==> config.mk <==
export PLATFORM = sky130hd
export DESIGN_NAME = tick_scheduler
export DESIGN_NICKNAME = d
export VERILOG_FILES = /design/src/rtl/tick_scheduler.sv
export SDC_FILE = /design/constraint.sdc
export NUM_CORES = 1
export LEC_CHECK = 0
export ABC_AREA = 1
export BUFFER_PORTS_ARGS = -buffer_cell sky130_fd_sc_hd__buf_4
export CORE_UTILIZATION = 60
export DETAILED_ROUTE_END_ITERATION = 7
export GPL_TIMING_DRIVEN = 0
export HOLD_SLACK_MARGIN = 0.05
export PLACE_DENSITY_LB_ADDON = 0.08
export REMOVE_ABC_BUFFERS = 1
export SLEW_MARGIN = 20
export SYNTH_ARGS = -nofsm -noshare
export SYNTH_HDL_FRONTEND = slang
export SYNTH_SLANG_ARGS = --single-unit
export TNS_END_PERCENT = 5
==> constraint.sdc <==
create_clock -name clk -period 2.5 [get_ports clk]
set_clock_uncertainty 0.05 [all_clocks]
set_input_delay 0.125 -clock clk [delete_from_list [all_inputs] [get_ports clk]]
set_output_delay 0.125 -clock clk [all_outputs]
set_load 0.05 [all_outputs]
==> src/rtl/tick_scheduler.sv <==
// -----------------------------------------------------------------------------
// tick_scheduler
//   One free-running prescaler shared by NCH timing channels. Each channel
//   divides the prescaler's base tick by a programmable period. It produces a
//   one-cycle tick enable and a 50%-duty square wave. A global IDLE/RUN/PAUSE
//   state machine starts, freezes and stops all channels together.
//
// Ports:
//   clk         system clock
//   rst         synchronous, active-high reset
//   start       pulse, IDLE -> RUN
//   stop        pulse, any state -> IDLE (wins over start)
//   pause       level, freezes prescaler and channels while in RUN/PAUSE
//   en          per-channel enable
//   cfg_we      period write strobe
//   cfg_ch      channel index for the write (indices >= NCH are ignored)
//   cfg_period  new period in base ticks, 0 disables the channel
//   tick        per-channel one-cycle enable pulse (registered)
//   sq          per-channel square wave, toggles on every tick
//   state       00 IDLE, 01 RUN, 10 PAUSE
// -----------------------------------------------------------------------------
module tick_scheduler #(
    parameter int CLK_HZ  = 100000000,
    parameter int BASE_HZ = 1000,
    parameter int NCH     = 4,
    parameter int PW      = 16
) (
    input  logic           clk,
    input  logic           rst,
    input  logic           start,
    input  logic           stop,
    input  logic           pause,
    input  logic [NCH-1:0] en,
    input  logic           cfg_we,
    input  logic [1:0]     cfg_ch,
    input  logic [PW-1:0]  cfg_period,
    output logic [NCH-1:0] tick,
    output logic [NCH-1:0] sq,
    output logic [1:0]     state
);

    localparam int PRE_MAX = CLK_HZ / BASE_HZ - 1;
    localparam int PRE_W   = (PRE_MAX > 0) ? $clog2(PRE_MAX + 1) : 1;

    typedef enum logic [1:0] {
        S_IDLE  = 2'b00,
        S_RUN   = 2'b01,
        S_PAUSE = 2'b10
    } state_t;

    state_t           cur;
    logic [PRE_W-1:0] pre;
    logic [PW-1:0]    period [NCH];
    logic [PW-1:0]    cnt    [NCH];
    logic             base_tick;
    logic [NCH-1:0]   wr_sel;

    // The base tick only exists while running, so PAUSE freezes everything.
    assign base_tick = (cur == S_RUN) && (pre == PRE_W'(PRE_MAX));
    assign state     = cur;

    // Decode the config write; an out-of-range index selects no channel.
    always_comb begin
        wr_sel = '0;
        for (int i = 0; i < NCH; i++) begin
            wr_sel[i] = cfg_we && (int'(cfg_ch) == i);
        end
    end

    always_ff @(posedge clk) begin
        if (rst) begin
            cur  <= S_IDLE;
            pre  <= '0;
            tick <= '0;
            sq   <= '0;
            for (int i = 0; i < NCH; i++) begin
                period[i] <= '0;
                cnt[i]    <= '0;
            end
        end else begin
            // Global state machine; stop has priority over everything.
            if (stop) begin
                cur <= S_IDLE;
            end else begin
                case (cur)
                    S_IDLE:  if (start) cur <= S_RUN;
                    S_RUN:   if (pause) cur <= S_PAUSE;
                    S_PAUSE: if (!pause) cur <= S_RUN;
                    default: cur <= S_IDLE;
                endcase
            end

            // Prescaler advances only in RUN and holds through PAUSE.
            if (stop) begin
                pre <= '0;
            end else if (cur == S_RUN) begin
                pre <= base_tick ? '0 : pre + PRE_W'(1);
            end

            for (int i = 0; i < NCH; i++) begin
                tick[i] <= 1'b0;
                if (wr_sel[i]) begin
                    period[i] <= cfg_period;
                end

                if (stop) begin
                    cnt[i] <= '0;
                    sq[i]  <= 1'b0;
                end else if (wr_sel[i]) begin
                    // A rewrite restarts the channel and swallows any tick
                    // that would have fired on this edge.
                    cnt[i] <= '0;
                end else if (!en[i] || period[i] == '0) begin
                    cnt[i] <= '0;
                end else if (base_tick) begin
                    if (cnt[i] == period[i] - PW'(1)) begin
                        cnt[i]  <= '0;
                        tick[i] <= 1'b1;
                        sq[i]   <= ~sq[i];
                    end else begin
                        cnt[i] <= cnt[i] + PW'(1);
                    end
                end
            end
        end
    end

endmodule

### Yosys cells after proc, flatten, opt, wreduce, memory -nomap -nowiden

Memories as Yosys holds them, arrays and structs flattened.
Index checks and enable logic that the tools add are counted.

| storage, ports and cells | value |
|---|---|
| register bits after elaboration | 27 |
| bits in latches | 0 |
| memory bits (writable) | 128 |
| memory bits (read-only) | 0 |
| output and inout bits | 10 |
| word-level logic and storage cells | 226 |
| memories kept | 2 |

Memory list:

| name | words | bits a word | rd ports | clocked after memory_dff | wr ports | RTL line | text |
|---|---|---|---|---|---|---|---|
| cnt | 4 | 16 | 4 | 0 | 4 | 54 | `logic [PW-1:0] cnt [NCH];` |
| period | 4 | 16 | 4 | 0 | 4 | 53 | `logic [PW-1:0] period [NCH];` |

| operators by class | value |
|---|---|
| add/sub/neg operators | 9 |
| multiply operators | 0 |
| divide/modulo/power cells | 0 |
| $lt $le $gt $ge | 0 |
| eq/ne operators | 13 |
| shifts and indexed selects | 0 |
| muxes and demuxes | 134 |
| bitwise operators | 36 |
| reductions and logical operators | 25 |

Operators by type and width:

| cell | count |
|---|---|
| $mux W16 | 24 |
| $mux W1 | 105 |
| $add A16 B1 Y16 const B | 4 |
| $eq A16 B16 Y1 | 4 |
| $logic_not A16 Y1 | 4 |
| $sub A16 B1 Y16 const B | 4 |
| $or A1 B1 Y1 | 24 |
| $add A17 B1 Y17 const B | 1 |
| $eq A17 B17 Y1 const B | 1 |
| $mux W17 | 1 |
| $reduce_and A4 Y1 | 4 |
| $not A1 Y1 | 12 |
| $eq A2 B2 Y1 const B | 3 |
| $mux W2 | 3 |
| $ne A2 B2 Y1 const B | 3 |
| $pmux W2 S3 | 1 |
| $logic_and A1 B1 Y1 | 5 |
| $eq A2 B1 Y1 const B | 2 |
| $logic_not A1 Y1 | 4 |
| $logic_not A2 Y1 | 2 |
| $logic_or A1 B1 Y1 | 4 |
| $reduce_and A3 Y1 | 1 |
| $reduce_or A2 Y1 | 1 |

### Logic depth before layout (Yosys ltp)

Gate-level depths: netlist of run 1.

| depth | value |
|---|---|
| word-level depth | 11 |
| depth in mapped cells | 16 |
| depth with buffers taken out | 16 |

### Worst setup path after synthesis of run 1

OpenSTA, ideal clock, no wires.

| timing path | value |
|---|---|
| kind | flip-flop to flip-flop |
| start point | register cur[0] (netlist: state[0]) |
| end point | memory cnt[3][0] (enable) |
| library setup time | 376 ps |
| data arrival time | 2131 ps |
| path slack | -57 ps |
| cell stages (with the launch flop) | 7 |
| path buffers | 0 |
| clock period less this slack | 2557 ps |
| cell sequence | dfxtp_1 > nand2_2 > nor2_2 > nand4_1 > nand2_1 > clkinv_1 > nand4_1 |

RTL lines:

| item | RTL line | text |
|---|---|---|
| start, declared | 51 | `state_t cur;` |
| start signal, assigned | 72 | `cur <= S_IDLE;` |
| start signal, assigned | 83 | `cur <= S_IDLE;` |
| start signal, assigned | 86 | `S_IDLE: if (start) cur <= S_RUN;` |
| end, declared | 54 |  |

==> results of run 1 <==
## sequential cells by signal (all words and copies together), names as in the netlist
signal,cells
pre,17
tick,4
sq,4
state,2
cnt,64
period,64
## cells by family after synthesis
kind of cell | synth area share (%)
simple gates | 33.5
buf+inv | 7.94
flops | 45.1
xor+xnor | 8.74
compound gates | 3.58
fa+ha+maj | 1.16
## tightest hold or removal path, stage by stage
cell	delay (ps)
buf_4	80
inv_1	110
nor2_1	120
## power groups by stage
stage | Sequential, mW | Combinational, mW | Clock, mW
global route | 3.07 | 0.782 | 2.53
detailed placement | 3.10 | 0.642 | 0
floorplan | 3.07 | 0.488 | 0
finish | 3.06 | 0.693 | 2.41
global placement | 3.11 | 0.625 | 0
CTS | 3.05 | 0.666 | 2.43
## through the flow
| stage | setup TNS, ps | setup slack (ps) | utilization [%] | cells | power, mW |
|---|---|---|---|---|---|
| after global routing | 0 | 1.14 | 69.7 | 1535 | 6.38 |
| after floorplan | -3240 | -58.3 | - | 1228 | 3.56 |
| after detailed placement | -58670 | -915 | 64.4 | 1482 | 3.75 |
| final | 0 | 142 | 69.7 | 1535 | 6.16 |
| after global placement | -89630 | -1460 | 64.3 | 1481 | 3.73 |
| after CTS | 0 | 4.00 | 68.8 | 1528 | 6.15 |
## final cells by class
| type | count | area [µm²] | share of cell area (%) |
|---|---|---|---|
| well taps | 216 | 270 | 2.45 |
| clock inverters | 15 | 115 | 1.04 |
| inverters | 183 | 693 | 6.29 |
| clock buffers | 17 | 425 | 3.86 |
| repair buffers | 56 | 452 | 4.10 |
| multi-input cells | 892 | 4680 | 42.5 |
| repair inverters | 1 | 6.26 | 0.0567 |
| flip-flops and latches | 155 | 4380 | 39.8 |
## worst max path at each step
stage,start,depth (start not counted),slack [ps],to
6_report,period[3][0],15,140,cnt[3][13]
5_1_grt,pre[0],7,1,cnt[1][2]
2_1_floorplan,state[0],6,-60,cnt[3][0]
4_1_cts,period[0][0],13,4,cnt[0][3]
3_5_place_dp,pre[0],7,-910,cnt[3][9]
3_3_place_gp,rst,5,-1460,cnt[3][9]
## routing by layer
metal / wire length (µm) / part of all wire, % / up-vias / track usage, %
met5: 0 / 0 / - / 0
met4: 516 / 2.4 / 0 / 9.83
met3: 894 / 4.2 / 36 / 4.58
met2: 10100 / 47 / 170 / 44.4
met1: 9860 / 46 / 3714 / 35.1
li1: - / - / 4122 / -
## cells in the final DEF, fill, tap and decap left out, drive strengths merged, types with 2 or more instances in the layout
cell type,instances
a21o,2
a21oi,21
a31oi,3
and2,2
buf,45
clkbuf,17
clkinv,8
clkinvlp,2
dfxtp,27
dlygate4sd3,11
edfxtp,128
ha,9
inv,189
nand2,255
nand3,95
nand3b,9
nand4,31
nor2,297
nor3,24
nor4,6
o21a,4
o21ai,26
o21bai,2
or2,5
xnor2,25
xor2,72
## timing repair
action / in CTS / in global routing
setup buffers: 3 / 4
hold buffers: 11 / 0
endpoints found under the setup margin: 76 / 63
hold endpoints to repair: 16 / 0
gates cloned: 0 / 3
pin swaps: 2 / 1
resized for setup: 6 / 19
==> results by group, run 1 <==
Pwr
  – Net switching power: 1.69 mW
  – Internal power: 4.46 mW
  – P_leak: 4.47 nW
  – Sequential share of power: 49.6%
  – Pwr Density: 558 nW/µm²
  – Switching share of power: 27.5%
  – Max VDD drop: 0.535 mV
  – Comb pwr share: 11.3%
  – Clock Power Share: 39.1%

Placement
  – DP HPWL: 15.4 mm
  – Final Wtd Congestion: 0.914
  – Area after DPL: 10200 µm²
  – Number of port buffers: 37

Setup path
  – Critical-path maximum fanout: 8
  – Worst path slowest cell: edfxtp_1
  – Required @ worst endpoint: 2630 ps
  – Worst EP arrival: 2490 ps
  – Cells along the critical path: inv_2 -> ha_1 -> nand2_1 -> nor2_4 -> nand2_1 -> nand2_1 -> nand2_1 -> nand2_1 -> nand2_1 -> nor2_1 -> nand2_1 -> nor2_2 -> nand2_2 -> nand3_4 -> nor2_2
  – FF-to-FF path depth: 15
  – R2R Setup Slk: 140 ps
  – Kind of end point of the critical path: register
  – FF-to-FF Start: period[3][0]
  – Crit path max-delay family: simple AND/OR/NAND/NOR gates
  – Critical path startpoint category: register
  – CP peak stage delay: 440 ps
  – Critical path type: register to register
  – RR Endpoint: cnt[3][13]
  – Most used cell, CP: nand2_1
  – Crit path buf inv count: 1

Clock network
  – Root Buffer: clkbuf_16
  – Htree depth: 4
  – TritonCTS clock tree: done
  – CTS Buffer Depth: 2
  – Clock Latency Late Sink: 430 ps
  – Clock sink count: 155
  – Num CTS Buffers: 17
  – Worst-path clk slew: 70 ps

Final layout
  – ANT cells: 0
  – Fillers: 1290
  – Final net count: 1343
  – Layout area overhead: 13.5%
  – Final instance area: 11000 µm²
  – Layout cells sized above 1: 12.4%

Logic synthesis
  – Post-synth EDFFs: 128
  – Most frequent cell after synthesis: nor2_1
  – Synthesis-stage register bit count: 155
  – Mean Syn Cell Area: 7.86 µm²
  – Ys async rst share: 0%
  – Post-synth top area cell: edfxtp_1
  – Mapped Area: 9720 µm²
  – Post-synth top area share: 39.5%
  – Synth area leaders: edfxtp_1, nor2_1, nand2_1
  – Top cells by count, synth: nor2_1, nand2_1, inv_1
  – Netlist cell types: 44
  – Seq/Total Area, Yosys: 45.1%
  – Most used DFF post-synth: edfxtp_1
  – Post-Synthesis Cells: 1237
  – Synth Warn #: 0

STA
  – WHS: 57.7 ps
  – Final period util: 94.3%
  – RSZ-0062 raised after global routing: no
  – Final Hold Vio Count: 0
  – Endpoints failing setup: 0
  – Headroom to the max-slew limit: 57.2%
  – Max frequency: 424 MHz
  – Max-slew violations: 0
  – Min Tclk post-route: 2360 ps
  – Slew of the pin with the lowest slew margin: 640 ps

Routing
  – Antenna Nets Post-Route: 0
  – Routed vias: 8042
  – Initial DRC count: 569
  – Drt pass-1 iters: 5
  – Vias per cell: 5.24
  – DR WL/cell: 13.9 µm
  – # DRC: 0
  – Total routed wirelength: 21.4 mm

Floorplanning
  – DIE AREA: 16700 µm²
  – Die Y: 129 µm
  – Die width: 129 µm
  – Initial core utilization: 61.4%
  – Std cell rows: 46
  – Top Ports: 38
  – Placeable Area: 15800 µm²

Flow run
  – Max_cap viols: 0

GRT
  – Largest net degree at the start of global routing: 17
  – Initial antenna violation count: 0
  – Overall Global Routing Usage: 26.7%
  – First-pass GRT wire length: 34.3 mm
  – Vias in the first global route: 7324
  – Gr ovfl total: 0

Run status
  – Outcome: finished, final reports clean

Min path
  – HP Class: input pin to register
  – Hold Startpoint: cfg_period[12]
  – Hold path depth: 3
  – Hold EP: period[0][12]
(Power assumes the default switching activity.)
==> run 2: changes to the inputs <==
BUFFER_PORTS_ARGS = -buffer_cell sky130_fd_sc_hd__buf_2   (was -buffer_cell sky130_fd_sc_hd__buf_4)
CORE_ASPECT_RATIO = 0.5   (was default)
==> run 2 against run 1 <==
  * Utilization is 0.61 points higher
  * Total power is 2.1% higher
  * Largest cell class unchanged
  * Design area is 0.48% lower
  * Clock power is 5% higher
  * Via count is 1.8% higher
  * Critical path depth stayed put
  * Largest power group unchanged
  * Highest routed layer unchanged
  * Sequential power hardly changed
  * Sequential cell count stayed put
==> results by group, run 2 (synthesized netlist as in run 1, its figures left out) <==
Routing
  – DR WL/cell: 15.1 µm
  – Antenna Nets Post-Route: 0
  – Drt pass-1 iters: 5
  – Initial DRC count: 636
  – Routed vias: 8187
  – # DRC: 0
  – Total routed wirelength: 23.0 mm
  – Vias per cell: 5.38

Setup path
  – WP depth: 15
  – Critical path type: register to register
  – Cells along the critical path: inv_1 -> ha_4 -> nand3_2 -> nor2_4 -> nand2_1 -> nand2_1 -> inv_1 -> nor2_1 -> nand2_1 -> nor2_1 -> nand2_1 -> nor2_4 -> nand2_2 -> nand3_4 -> nor2_1
  – Required @ worst endpoint: 2630 ps
  – Worst EP arrival: 2460 ps
  – R2R Setup Slk: 160 ps
  – Crit path max-delay family: simple AND/OR/NAND/NOR gates
  – CP peak stage delay: 410 ps
  – Worst path slowest cell: edfxtp_1
  – FF-to-FF path depth: 15
  – Critical-path maximum fanout: 8
  – Kind of end point of the critical path: register
  – Crit path buf inv count: 2
  – Critical path startpoint category: register
  – Most used cell, CP: nand2_1

Clock network
  – Root Buffer: clkbuf_16
  – Clock sink count: 155
  – CTS Buffer Depth: 2
  – Htree depth: 4
  – Worst-path clk slew: 70 ps
  – Num CTS Buffers: 17
  – Clock Latency Late Sink: 430 ps
  – TritonCTS clock tree: done

GRT
  – Gr ovfl total: 0
  – Largest net degree at the start of global routing: 17
  – Vias in the first global route: 7498
  – Overall Global Routing Usage: 28.2%
  – First-pass GRT wire length: 36.5 mm
  – Initial antenna violation count: 0

Pwr
  – P_leak: 4.47 nW
  – Pwr Density: 573 nW/µm²
  – Power Total: 6.28 mW
  – Max VDD drop: 0.539 mV

Final layout
  – ANT cells: 0
  – Most frequent cells in the layout: nor2_1, nand2_1, inv_1, edfxtp_1, nand3_1
  – Final net count: 1341
  – Final instance area: 11000 µm²
  – Layout cells sized above 1: 12.9%
  – Post-layout util: 70.3%
  – Largest regs: cnt x64, period x64, pre x17
  – Commonest non-fill, non-tap cell in the layout: nor2_1
  – Post-Layout Cell Count: 1521
  – Layout area overhead: 12.9%

Floorplanning
  – DIE AREA: 16700 µm²
  – Die width: 182 µm
  – Initial core utilization: 62.2%
  – Std cell rows: 32
  – Die Y: 92.0 µm
  – Top Ports: 38
  – Placeable Area: 15600 µm²

STA
  – Final Hold Vio Count: 0
  – Fin Setup TNS: 0 ps
  – Headroom to the max-slew limit: 56.4%
  – Max-slew violations: 0
  – Endpoints failing setup: 0
  – Final period util: 93.5%
  – Max frequency: 428 MHz
  – RSZ-0062 raised after global routing: yes
  – Min Tclk post-route: 2340 ps
  – Slew of the pin with the lowest slew margin: 653 ps

Run status
  – Outcome: finished, final reports clean

Placement
  – DP HPWL: 16.5 mm
  – Number of port buffers: 37
  – Area after DPL: 10100 µm²
  – DP Cell Count: 1470
  – Final Wtd Congestion: 0.893

Flow run
  – Max_cap viols: 0

Min path
  – Hold path depth: 3
  – HP Class: input pin to register
run 2: path summary, 6_finish.rpt:
kind	startpoint	to
max	period[2][0]	cnt[2][14]
min	cfg_period[7]	period[1][7]
max reg2reg	period[2][0]	cnt[2][14]
min reg2reg	pre[10]	pre[10]
run 2: final cells by class:
class	instances	area [µm²]
Multi-Input combinational cell	892	4720
Inverter	183	693
Fill cell	1267	4640
Timing Repair Buffer	55	363
Clock buffer	20	458
Clock inverter	12	98.8
Tap cell	204	255
Sequential cell	155	4380
run 2: worst register-to-register path, delay by kind of cell (launching register included):
kind	cells	cell delay [ps]
simple gates	12	1250
flops	1	410
fa+ha+maj	1	180
buf+inv	2	180
run 2: timing repair:
| action | in CTS | in global routing |
|---|---|---|
| hold buffers | 9 | 0 |
| pin swaps | 2 | 5 |
| gates cloned | 0 | 2 |
| setup buffers | 2 | 6 |
| endpoints found under the setup margin | 86 | 62 |
| resized for setup | 7 | 26 |
| hold endpoints to repair | 16 | 0 |
run 2: metrics by stage:
step | hold slack [ps] | setup WS [ps]
finish | 56.2 | 163
global route | 69.0 | -12.3
CTS | 64.2 | 5.18
detailed placement | 327 | -950
global placement | 321 | -1290
floorplan | 211 | -58.3
run 2: report_power, final:
group          internal (mW)  switching, mW
Sequential              2.92          0.152
Clock                   1.36           1.16
Combinational          0.252          0.443
Total                   4.53           1.76
run 2: routing by layer:
layer,wire [µm],share of wire (%),vias to the layer above,global-route usage (%)
met1,10700,47,3823,38.8
met4,305,1.3,0,7.42
li1,-,-,4105,-
met2,10400,45,234,45.8
met3,1520,6.6,25,5.60
met5,0,0,-,0
